### config.mk
export PLATFORM = sky130hd
export DESIGN_NAME = obj_frame_sequencer
export DESIGN_NICKNAME = d
export VERILOG_FILES = /design/src/rtl/obj_frame_sequencer.sv
export SDC_FILE = /design/constraint.sdc
export NUM_CORES = 1
export LEC_CHECK = 0
export CAP_MARGIN = 0
export CORE_AREA = 2 2 167 169
export CTS_CLUSTER_DIAMETER = 100
export DETAILED_ROUTE_END_ITERATION = 12
export DIE_AREA = 0 0 169 171
export PLACE_DENSITY = 0.78
export SLEW_MARGIN = 20
export SYNTH_ARGS = -nofsm -noshare
export SYNTH_HDL_FRONTEND = slang
export SYNTH_SLANG_ARGS = --single-unit
### constraint.sdc
create_clock -name clk_in -period 4.49 [get_ports clk_in]
set_input_delay 0.449 -clock clk_in [delete_from_list [all_inputs] [get_ports clk_in]]
set_output_delay 0.449 -clock clk_in [all_outputs]
set_load 0.005 [all_outputs]
### src/rtl/obj_frame_sequencer.sv
// obj_frame_sequencer: periodic snapshot of object locations, streamed out one word per valid/ready handshake
module obj_frame_sequencer #(
    parameter int NUM_OBJ   = 6,
    parameter int LOC_WIDTH = 21,
    parameter int PERIOD    = 10000,
    parameter int OVR_WIDTH = 8,
    localparam int IDX_W    = (NUM_OBJ > 1) ? $clog2(NUM_OBJ) : 1
) (
    input  logic                         clk_in,
    input  logic                         rst_in,
    input  logic                         enable_in,
    input  logic                         changed_only_in,
    input  logic [NUM_OBJ*LOC_WIDTH-1:0] obj_loc_in,
    output logic                         out_valid_out,
    input  logic                         out_ready_in,
    output logic [LOC_WIDTH-1:0]         out_data_out,
    output logic [IDX_W-1:0]             out_idx_out,
    output logic                         out_last_out,
    output logic                         frame_done_out,
    output logic [OVR_WIDTH-1:0]         overrun_count_out
);
    localparam int CNT_W = $clog2(PERIOD);

    typedef enum logic {IDLE, STREAM} state_t;

    state_t                 state_q, state_d;
    logic [CNT_W-1:0]       cnt_q, cnt_d;
    logic [LOC_WIDTH-1:0]   snap_q [NUM_OBJ];
    logic [LOC_WIDTH-1:0]   snap_d [NUM_OBJ];
    logic [LOC_WIDTH-1:0]   prev_q [NUM_OBJ];
    logic [LOC_WIDTH-1:0]   prev_d [NUM_OBJ];
    logic [NUM_OBJ-1:0]     mask_q, mask_d;
    logic [IDX_W-1:0]       idx_q, idx_d;
    logic [LOC_WIDTH-1:0]   data_q, data_d;
    logic                   valid_q, valid_d, last_q, last_d, done_q, done_d;
    logic [OVR_WIDTH-1:0]   ovr_q, ovr_d;
    logic                   tick, hs;

    always_comb begin
        tick    = enable_in && (cnt_q == CNT_W'(PERIOD - 1));
        hs      = valid_q && out_ready_in;
        cnt_d   = (!enable_in || tick) ? '0 : cnt_q + 1'b1;
        state_d = state_q;
        snap_d  = snap_q;
        prev_d  = prev_q;
        mask_d  = mask_q;
        ovr_d   = ovr_q;
        done_d  = 1'b0;
        if (state_q == IDLE) begin
            if (tick) begin
                for (int k = 0; k < NUM_OBJ; k++) begin
                    snap_d[k] = obj_loc_in[k*LOC_WIDTH +: LOC_WIDTH];
                    mask_d[k] = !changed_only_in || (obj_loc_in[k*LOC_WIDTH +: LOC_WIDTH] != prev_q[k]);
                end
                state_d = (|mask_d) ? STREAM : IDLE;
                done_d  = ~|mask_d;
            end
        end else begin
            if (tick)
                ovr_d = (&ovr_q) ? ovr_q : ovr_q + 1'b1;
            if (hs) begin
                prev_d[idx_q] = snap_q[idx_q];
                mask_d[idx_q] = 1'b0;
                state_d       = last_q ? IDLE : STREAM;
                done_d        = last_q;
            end
        end
        // bits below idx are always clear while streaming, so the lowest set bit is the next word
        idx_d = '0;
        for (int k = NUM_OBJ - 1; k >= 0; k--)
            if (mask_d[k])
                idx_d = IDX_W'(k);
        valid_d = (state_d == STREAM);
        last_d  = valid_d;
        for (int k = 0; k < NUM_OBJ; k++)
            if (mask_d[k] && k > int'(idx_d))
                last_d = 1'b0;
        data_d = valid_d ? snap_d[idx_d] : '0;
    end

    always_ff @(posedge clk_in) begin
        if (rst_in) begin
            state_q <= IDLE;
            cnt_q   <= '0;
            snap_q  <= '{default: '0};
            prev_q  <= '{default: '0};
            mask_q  <= '0;
            idx_q   <= '0;
            data_q  <= '0;
            valid_q <= 1'b0;
            last_q  <= 1'b0;
            done_q  <= 1'b0;
            ovr_q   <= '0;
        end else begin
            state_q <= state_d;
            cnt_q   <= cnt_d;
            snap_q  <= snap_d;
            prev_q  <= prev_d;
            mask_q  <= mask_d;
            idx_q   <= idx_d;
            data_q  <= data_d;
            valid_q <= valid_d;
            last_q  <= last_d;
            done_q  <= done_d;
            ovr_q   <= ovr_d;
        end
    end

    assign out_valid_out     = valid_q;
    assign out_data_out      = data_q;
    assign out_idx_out       = idx_q;
    assign out_last_out      = last_q;
    assign frame_done_out    = done_q;
    assign overrun_count_out = ovr_q;
endmodule

After elaboration in Yosys (flattened, before gate mapping)
Index checks and enable logic that the tools add are counted.
Widths: inputs -> output; s select.

operators by class
  magnitude comparators = 10
  reduce and logical (&&, ||, !) cells = 26
  $add $sub $neg = 2
  bitwise logic cells = 6
  muxes and demuxes = 30
  equality and inequality tests = 7

operators by type and width
  cell                   count
  $mux 126               2
  $bmux 21 s3            2
  $bwmux 126             1
  $ne 21x21->1           6
  $mux 21                5
  $demux 21 s3           1
  $mux 3                 6
  $mux 6                 3
  $add 14x1->14 const B  1
  $eq 14x14->1 const B   1
  $reduce_or 6->1        2
  $logic_and 1x1->1      9
  $mux 1                 9
  $add 8x1->8 const B    1
  $ge 4x4->1 const B     2
  $not 3->4              2
  $reduce_and 8->1       1
  $logic_or 1x1->1       7
  $and 6x6->6            1
  $gt 2x3->1 const A     2
  $gt 3x3->1 const A     2
  $not 6->6              1
  $lt 3x4->1 const B     1
  $lt 4x1->1 const B     1
  8 further kinds        12

storage, ports and cells
  output and inout bits = 35
  register bits after elaboration = 307
  logic and storage cells = 101

Logic depth before layout (Yosys ltp)
  depth after elaboration = 18
  gate-level depth with buffers = 14
  gate-level depth less buffers = 10

Worst setup path before layout
Ideal clock, no wire load.

  path type = flip-flop to flip-flop
  from = reg cnt_q[11]
  to = reg data_q[11], in the netlist out_data_out[11]
  arrival = 3221 ps
  buffers on the path = 3
  required time = 4370 ps
  path slack = 1150 ps
  cell stages (with the launch flop) = 12
  path through = dfxtp_1 -> or4b_4 -> nor4_1 -> and2_1 -> buf_4 -> nand2_1 -> o21a_1 -> a221oi_1 -> buf_4 -> buf_2 -> mux4_2 -> a211o_1

on the way
  word-level cells in the longest chain between the ends = 14
  elaborated cells between the ends (all ways) = 20

ends and longest elaborated chain
  item                                         line  RTL
  start, declared                              27    logic [CNT_W-1:0] cnt_q, cnt_d;
  start signal, assigned                       96    cnt_q <= cnt_d;
  $eq 14x14->1 (*)                             40    tick = enable_in && (cnt_q == CNT_W'(PERIOD - 1));
  $logic_and 1x1->1 (*)                        40
  $mux 6                                       50    if (tick) begin
  $mux 6                                       49    if (state_q == IDLE) begin
  $mux 3 (6 in series)                         71    if (mask_d[k])
  $not 3->4 (implied by the code)              78    data_d = valid_d ? snap_d[idx_d] : '0;
  $bmux 21 s3                                  78
  $mux 21 (implied by the code) (2 in series)  78
  end signal, assigned                         101   data_q <= data_d;
  end, declared                                34    logic [LOC_WIDTH-1:0] data_q, data_d;

Mark *: on every way between the ends. The rest lies on a longest branch, timed or not. The select of a mux whose other input is x is not followed.
A chain may end at the register's enable or synchronous reset.

Worst setup path in the final report
  from = reg cnt_q[0]
  to = reg data_q[13], in the netlist out_data_out[13]

The elaborated chain is that of the path after synthesis.

==> flow_summary.toml <==
[sta]
finalCritPeriodShare_pct = 86.0
hold_violations = 0
fmax_mhz = 259
slew_violations = 0
rsz0062_at_grt = "false"
finalSetupTns_ns = 0
finalSetupViolations = 0
worstMarginPinSlew_ns = 1.19
maxSlewHeadroom_pct = 20.5
clock_skew_ns = 0.0138
period_needed_ns = 3.86

[clocking]
post_cts_buffers = 0
clock_tree.buffer_depth = 3
ctsResizeCount = 0
insertion_delay_ns = 0.52
clock_sinks = 307
cts_made_buffers = 35
cts_max_level = 2
cts_tree = "built"
root_buffer = "clkbuf_16"
path_clk_slew_ns = 0.06
ctsHoldBuffers = 0

[route]
detail-route-antenna-nets = 0
drc = 0
vias_per_cell = 6.20
drt_first_pass_iters = 6
drt_iter0_drc = 1751
dr_wl_met3_um = 4800
num_vias = 14300
drt_wl_total_um = 52700
wl_met2_um = 23700
post_drt_wl_per_cell_um = 22.9
top_layer = "met4"
wl_met1_um = 20400

[hold_path]
min_path_cells = 1
min_to = "cnt_q[0]$_SDFF_PP0_"
hold_path.class = "flop to flop"
holdCritStartpoint = "cnt_q[0]$_SDFF_PP0_"

[power]
irDropWorstVdd_mv = 0.286
power_density_nw_per_um2 = 326
p_leak_nw = 5.62

[run_status]
outcome = "complete, no violations"

[worst_setup_path]
r2r_slack_ns = 0.63
criticalPathCategory = "flop to flop"
crit_path_start = "cnt_q[0]$_SDFF_PP0_"
crit_chain = "ha_1 > nand4b_1 > nor4_1 > and2_1 > a2bb2oi_1 > a22oi_1 > buf_4 > a221oi_4 > buf_12 > buf_4 > mux2i_1 > o22ai_1 > a211o_1"
path_max_fanout = 29
cp_top_family = "compound AO/OA/AOI/OAI gates"
cp.required_ns = 4.89
cp_common_cell = "buf_4"
end_kind = "flop"
critPathSlowestCell = "nor4_1"
rr_worst_depth = 13
crit_path_max_incr_delay_ns = 0.45
startpoint_type = "flop"
timing.rr.end = "out_data_out[13]$_SDFF_PP0_"
critPathBufInv = 3
worstPathArrival_ns = 4.27
r2r-start = "cnt_q[0]$_SDFF_PP0_"

[placed_design]
gp_congestion = 0.976
place_area_um2 = 16700
dp_hpwl_um = 38200
port_buffers = 165

[synthesis]
synthCells = 1818
avgSynthCellArea_um2 = 8.10
synth_edf_count = 0
synth_nets = 1951
yosys.cell_types.count = 59
ys_seq_area_share_pct = 41.7
ys_ff_latch = 307
yosys_warnings = 0
netlist_area_um2 = 14700
synth_flop_cell = "dfxtp_1"
ys_async_sr_fraction_pct = 0

[floorplan]
dieWidth_um = 169
core_um2 = 27300
rows = 61
start_util_pct = 53.9
die_area_um2 = 28900
fp.dieH_um = 171
boundaryPins = 166

[global_routing]
grt_pass1_wl_um = 77900
grt_max_degree = 107
grt_pass1_vias = 13300
grt_antenna_before_repair = 0
grt_use_total_pct = 35.6
overflow = 0

[final_layout]
drive_gt1_share_pct = 6.18
antennaDiodeCount = 0
syn2layout_area_growth_pct = 20.5
num-nets-final = 2070
final_util_pct = 65.0
final_area_um2 = 17800

[job]
drv_cap = 0
cell usage in the layout, fill, tap and decap left out, drive strengths merged, types with 4 or more instances in the layout:
master         count
a211o             14
nor4              14
inv                6
xor2              29
nand2            254
o22ai             22
a21boi             9
clkinv             7
o32ai             12
a21oi            236
xnor2            113
clkbuf            50
and3               8
clkdlybuf4s50    164
a2bb2oi            4
nand3             17
nand4             39
dfxtp            307
o211ai            21
mux4              11
buf               45
o221ai             8
mux2i            133
nor2             320
o21ai             72
power by group:
part | internal (mW) | switching, mW
clock network | 1.59 | 1.12
registers | 2.72 | 0.000595
logic | 0.151 | 0.199
total | 4.47 | 1.32
final cells by class:
cell class	count	area (µm²)
inverter	5	18.8
tap	346	433
multi-input combinational	1378	8070
sequential	307	6150
fill	2308	9570
timing repair buffer	210	2010
clock inverter	8	43.8
clock buffer	49	1030
kinds of logic after synthesis:
| kind of cell | share of synthesized area (%) |
|---|---|
| and+or+nand+nor | 19.4 |
| xor gates and xnor gates | 8.45 |
| DFF | 41.7 |
| muxes | 10.7 |
| adders and majority gates | 0.238 |
| buffers and inverters | 3.64 |
| AOI/OAI and AO/OA | 15.9 |
through the flow:
step	total power, mW	hold slack [ns]	setup slack, ns	std cells
3_5_place_dp	3.12	0.439	0.413	2246
2_1_floorplan	2.89	0.418	1.15	1818
3_3_place_gp	3.12	0.429	0.477	2246
5_1_grt	5.92	0.457	0.325	2303
4_1_cts	5.80	0.448	0.670	2303
6_report	5.79	0.441	0.628	2303
cell usage after synthesis, drive strengths merged, types with 2 or more instances:
library cell | n | area share, %
clkbuf | 99 | 2.5
xnor2 | 113 | 6.7
a21oi | 236 | 8.0
o211ai | 21 | 1.1
xor2 | 29 | 1.7
nand4 | 39 | 1.7
nor2 | 320 | 8.2
or3 | 3 | 0.13
nor4b | 2 | 0.12
nand2b | 2 | 0.085
nand2 | 254 | 6.5
ha | 2 | 0.17
o32ai | 12 | 0.76
buf | 29 | 0.99
nor2b | 3 | 0.13
or3b | 2 | 0.12
a211o | 14 | 0.83
nor4 | 14 | 0.70
and2 | 3 | 0.13
a2bb2oi | 4 | 0.24
and4 | 2 | 0.12
or2 | 3 | 0.14
inv | 5 | 0.13
and3 | 8 | 0.34
o221ai | 8 | 0.48
a21o | 2 | 0.10
mux4 | 11 | 1.7
o21ai | 72 | 2.4
or4b | 3 | 0.23
dfxtp | 307 | 42
mux2i | 133 | 9.0
a21boi | 9 | 0.46
nand3 | 17 | 0.58
o22ai | 22 | 0.93
how the worst max path moves through the flow:
stage | endpoint | slack, ns | cells past startpoint
after CTS | out_data_out[13]$_SDFF_PP0_ | 0.67 | 13
after floorplan | out_data_out[11]$_SDFF_PP0_ | 1.15 | 11
after detailed placement | out_data_out[13]$_SDFF_PP0_ | 0.41 | 12
final | out_data_out[13]$_SDFF_PP0_ | 0.63 | 13
after global routing | out_data_out[12]$_SDFF_PP0_ | 0.32 | 13
after global placement | out_data_out[9]$_SDFF_PP0_ | 0.48 | 10
flip-flops by register name, indices dropped and copies added, names as in the netlist:
name / count
cnt_q: 14
out_idx_out: 3
overrun_count_out: 8
mask_q: 6
out_data_out: 21
frame_done_out: 1
prev_q: 126
out_valid_out: 1
out_last_out: 1
snap_q: 126
layer usage:
metal  vias to the layer above  track usage, %
met2                       820            57.6
li1                       6459               -
met3                       197            5.85
met1                      6793            44.4
met5                         -               0
met4                         0            23.0
No activity file was read; power rests on OpenSTA's default activity.
